File: config.mk
export PLATFORM = sky130hd
export DESIGN_NAME = sha256_msg_schedule
export DESIGN_NICKNAME = d
export VERILOG_FILES = /design/src/rtl/sha256_msg_schedule.sv
export SDC_FILE = /design/constraint.sdc
export NUM_CORES = 1
export LEC_CHECK = 0
export BUFFER_PORTS_ARGS = -buffer_cell sky130_fd_sc_hd__buf_2
export CORE_ASPECT_RATIO = 0.7
export CORE_UTILIZATION = 49
export DETAILED_ROUTE_END_ITERATION = 10
export PLACE_DENSITY_LB_ADDON = 0.1
export SLEW_MARGIN = 20
export SYNTH_ARGS = -nofsm -noshare
export SYNTH_HDL_FRONTEND = slang
export SYNTH_SLANG_ARGS = --single-unit
File: constraint.sdc
create_clock -name CLK -period 5.1 [get_ports CLK]
set_input_delay 0.51 -clock CLK [delete_from_list [all_inputs] [get_ports CLK]]
set_output_delay 0.51 -clock CLK [all_outputs]
set_load 0.01 [all_outputs]
File: src/rtl/sha256_msg_schedule.sv
// SHA-256 message schedule expander: loads M0..M15, then streams W0..W63
// from a 16-word sliding window, one word per accepted output beat.
module sha256_msg_schedule (
   input  logic        CLK,
   input  logic        RST,
   input  logic        in_valid,
   output logic        in_ready,
   input  logic [31:0] in_data,
   output logic        w_valid,
   input  logic        w_ready,
   output logic [31:0] w_data,
   output logic [5:0]  w_idx,
   output logic        block_done
);

   typedef enum logic [1:0] {IDLE, LOAD, RUN} state_t;

   state_t      state_q, state_d;
   logic [3:0]  cnt_q, cnt_d;
   logic [5:0]  t_q, t_d;
   logic [31:0] win_q [16];
   logic [31:0] win_d [16];
   logic        done_q, done_d;
   logic        load_beat;
   logic        out_beat;

   function automatic logic [31:0] sig0(input logic [31:0] x);
      return {x[6:0], x[31:7]} ^ {x[17:0], x[31:18]} ^ {3'b0, x[31:3]};
   endfunction

   function automatic logic [31:0] sig1(input logic [31:0] x);
      return {x[16:0], x[31:17]} ^ {x[18:0], x[31:19]} ^ {10'b0, x[31:10]};
   endfunction

   assign in_ready   = (state_q != RUN);
   assign w_valid    = (state_q == RUN);
   assign w_data     = w_valid ? win_q[0] : 32'd0;
   assign w_idx      = t_q;
   assign block_done = done_q;
   assign load_beat  = in_valid & in_ready;
   assign out_beat   = w_valid & w_ready;

   always_comb begin
      state_d = state_q;
      cnt_d   = cnt_q;
      t_d     = t_q;
      win_d   = win_q;
      done_d  = 1'b0;
      unique case (state_q)
         IDLE, LOAD: begin
            // cnt_q is always 0 in IDLE, so both states share one write path
            if (load_beat) begin
               win_d[cnt_q] = in_data;
               cnt_d        = cnt_q + 4'd1;
               if (cnt_q == 4'd15) begin
                  state_d = RUN;
                  t_d     = 6'd0;
               end else begin
                  state_d = LOAD;
               end
            end
         end
         RUN: begin
            if (out_beat) begin
               for (int i = 0; i < 15; i++) begin
                  win_d[i] = win_q[i+1];
               end
               win_d[15] = sig1(win_q[14]) + win_q[9]
                         + sig0(win_q[1]) + win_q[0];
               t_d = t_q + 6'd1;
               if (t_q == 6'd63) begin
                  state_d = IDLE;
                  done_d  = 1'b1;
               end
            end
         end
         default: state_d = IDLE;
      endcase
   end

   always_ff @(posedge CLK) begin
      if (RST) begin
         state_q <= IDLE;
         cnt_q   <= 4'd0;
         t_q     <= 6'd0;
         done_q  <= 1'b0;
         for (int i = 0; i < 16; i++) begin
            win_q[i] <= 32'd0;
         end
      end else begin
         state_q <= state_d;
         cnt_q   <= cnt_d;
         t_q     <= t_d;
         done_q  <= done_d;
         for (int i = 0; i < 16; i++) begin
            win_q[i] <= win_d[i];
         end
      end
   end

endmodule

==> summary.md <==
| Metric | Value |
|---|---|
| YS warnings | `0` |
| Worst slew margin | `26.53%` |
| Slowest stage delay, CP | `roughly 0.49 ns` |
| Rows | `69` |
| Post-CTS setup buffers | `0` |
| Dpl hpwl | `about 57 mm` |
| Critical Path Sink Type | `flip-flop` |
| Hold Buf Count CTS | `0` |
| Commonest cells post-synth | `nor2_1, a21oi_1, dfxtp_1` |
| Max cap viols | `0` |
| Number of global-route vias before repair | `20210` |
| Clock Tree Root | `clkbuf_16` |
| Chip Width | `roughly 280 um` |
| Pre-antenna DRT Iters | `5` |
| Routed vias | `21870` |
| Flop and latch count out of synthesis | `between 500 and 600` |
| Post-synth ARST share | `0%` |
| Register area share after synthesis | `40.80%` |
| CTS tree | `yes` |
| Setup TNS | `0 ns` |
| Gr ovfl total | `0` |
| Status | `finished, final reports clean` |
| Worst path bufs/invs | `1` |
| FF+latch area | `about 11000 sq um` |
| GP Congestion | `0.9545` |
| Primary FF master, synth | `dfxtp_1` |
| Top delay family on crit path | `adder cells` |
| Leakage | `9.580 nW` |
| I/O Pins | `between 70 and 80` |
| Pwr per Cell Area | `between 300 and 400 nW/um^2` |
| Leading area contributor after synthesis | `dfxtp_1` |
| Number of synthesized flops with an enable pin | `0` |
| Worst Hold Class | `input pin to flip-flop` |
| CP startpoint kind | `flip-flop` |
| Final cycle utilization of the critical path | `about nine tenths` |
| Final setup violating endpoints | `0` |
| Largest net degree at the start of global routing | `between 200 and 300` |
| Worst-path clk slew | `roughly 0.070 ns` |
| DR DRC count | `0` |
| Slowest CP cell | `fa_1` |
| Worst Skew | `approximately 0.010 ns` |
| Peak VDD IR | `0.2601 mV` |
| Cell Chain, Critical Path | `xor2_1 > xnor2_1 > fa_1 > inv_1 > fa_1 > ha_1 > fa_1 > a21o_1 > a221oi_4 > o211ai_2 > a31oi_2 > nor4_1 > mux2_1 > and3_1` |
| Kind of critical path | `flip-flop to flip-flop` |
| Area delta synth->final | `7.315%` |
| Critical Path AT | `slightly above 5 ns` |
| Worst Tran Pin Value | `approximately 1.1 ns` |
| Final Power | `just over 0.009 W` |
| Largest buffer count on any clock path | `3` |
| Fmax | `about 220 MHz` |
| Multi-input logic area | `about 13000 sq um` |
| Cell variety after synth | `between 60 and 70` |
| Top cells by area, synth | `dfxtp_1, a211oi_1, a21oi_1, nor2_1, fa_1` |
| Unrepaired setup endpoints after global routing | `no` |
| Synth Instances | `3127` |
| Core region area | `51280 sq um` |
| Mapped Area | `around 26000 sq um` |
| WL per Instance | `22.95 um` |
| Post_cts resized | `0` |
| Sink Count | `525` |
| Final WL | `83.90 mm` |
| Top-count cell post-synth | `nor2_1` |
| I/O Buffers | `76` |
| Required time worst endpoint | `about 5.6 ns` |
| Die area | `roughly 54000 sq um` |
| 1st-iter DRT viols | `roughly 1900` |
| Clk Latency, worst-skew pair | `slightly above 0.6 ns` |
| Num CTS Buffers | `~50` |
| H-tree depth | `2` |
| Final Max Tran Viols | `0` |
| Fillers | `approximately 4800` |
| Final ANT Viol Nets | `0` |
| Crit path max fanout | `5` |
| Final Hold Fails | `0` |
| Effective utilization at floorplan | `about half` |
| Die H | `between 150 and 200 um` |
| Final worst path period need | `4.615 ns` |
| Post-synth top area share | `about two fifths` |
| Syn Area/Cell | `8.238 sq um` |
| N_diodes | `0` |
| CP dominant cell by count | `fa_1` |
| Antenna violations before repair | `0` |
| Fraction of layout cells with a size suffix above 1 | `approximately 7.8%` |
| Net Count, Synth | `3261` |
| First-pass GRT wire length | `around 130 mm` |
| Drt via density | `approximately 6` |
| Tot GR Track Use | `a little under a third` |
| Nets@finish | `about 3100` |
==> layout by cell type, fill, tap and decap left out, types with 5 or more instances in the layout <==
cell type / netlist / routed
a31oi_1: 6 / 6
o21a_1: 7 / 7
ha_1: 36 / 36
a221oi_1: 6 / 6
a21o_1: 14 / 14
and3_1: 6 / 6
inv_1: 128 / 127
dfxtp_1: 525 / 525
clkbuf_16: 0 / 52
nand3_1: 13 / 13
nor2_4: 12 / 14
fa_1: 62 / 62
clkbuf_8: 0 / 10
buf_4: 3 / 40
o21ai_0: 19 / 19
and2_1: 35 / 35
nand4_1: 12 / 12
nor3_1: 34 / 34
nor2_1: 565 / 565
xor2_1: 57 / 57
buf_2: 93 / 75
clkbuf_1: 254 / 12
xnor2_1: 89 / 89
a21oi_1: 528 / 528
clkinv_2: 0 / 12
or3_1: 9 / 9
o21ai_1: 7 / 7
a211oi_1: 496 / 496
nand2_1: 43 / 43
o21bai_1: 5 / 5
==> power by group <==
group          total, W  leakage, nW  internal, W  switching [W]
combinational   0.00126         4.52     0.000413       0.000849
clock           0.00383        0.823      0.00213        0.00170
sequential      0.00426         4.24      0.00417      0.0000884
total           0.00935         9.58      0.00671        0.00264
==> flip-flops by register name, indices dropped and copies added, names as in the netlist <==
register	cells
win_q	512
w_idx	6
cnt_q	4
state_q	2
block_done	1
==> worst paths after layout <==
path                          start                       to  slack [ns]  depth (start not counted)
max reg2reg  win_q[52]$_SDFFE_PP0P_   win_q[29]$_SDFFE_PP0P_        0.49                         14
min reg2reg  win_q[17]$_SDFFE_PP0P_   win_q[17]$_SDFFE_PP0P_        0.49                          2
max          win_q[52]$_SDFFE_PP0P_   win_q[29]$_SDFFE_PP0P_        0.49                         14
min                        in_valid  state_q[0]$_SDFFE_PP0P_        0.14                          2
==> per-layer routing <==
layer / up-vias / global-route usage [%] / part of all wire [%]
li1: 10520 / - / -
met1: 10650 / 42.98 / 47
met2: 594 / 46.82 / 44
met3: 109 / 6.591 / 6.5
met4: 0 / 9.414 / 2.8
met5: - / 0 / 0
==> cell families (layout without fill, tap and decap cells) <==
family / count (synthesis) / after routing / synth area share [%]
mux: 4 / 4 / 0.1603
flops: 525 / 525 / 40.80
buf+inv: 486 / 340 / 7.577
simple gates: 745 / 745 / 12.22
compound gates: 1123 / 1123 / 27.72
xor+xnor: 146 / 146 / 4.964
fa+ha+maj: 98 / 98 / 6.567
==> metrics by stage <==
stage	util [%]	cell area [sq um]	setup slack, ns	hold slack (ns)	std cells
2_1_floorplan	-	25760	1.192	0.4240	3127
3_3_place_gp	50.55	25920	0.6573	0.4611	3562
3_5_place_dp	50.61	25950	0.6014	0.4715	3563
4_1_cts	53.85	27610	0.5989	0.1052	3654
5_1_grt	53.91	27640	0.3820	0.1557	3655
6_report	53.91	27640	0.4853	0.1375	3655
==> cell type report <==
class,instances,area share [%]
Multi-Input combinational cell,2116,48.24
Sequential cell,525,38.02
Clock buffer,74,5.368
Tap cell,674,3.051
Timing Repair Buffer,121,2.915
Inverter,128,1.765
Clock inverter,17,0.6427
Power figures use the tool's default switching activity.
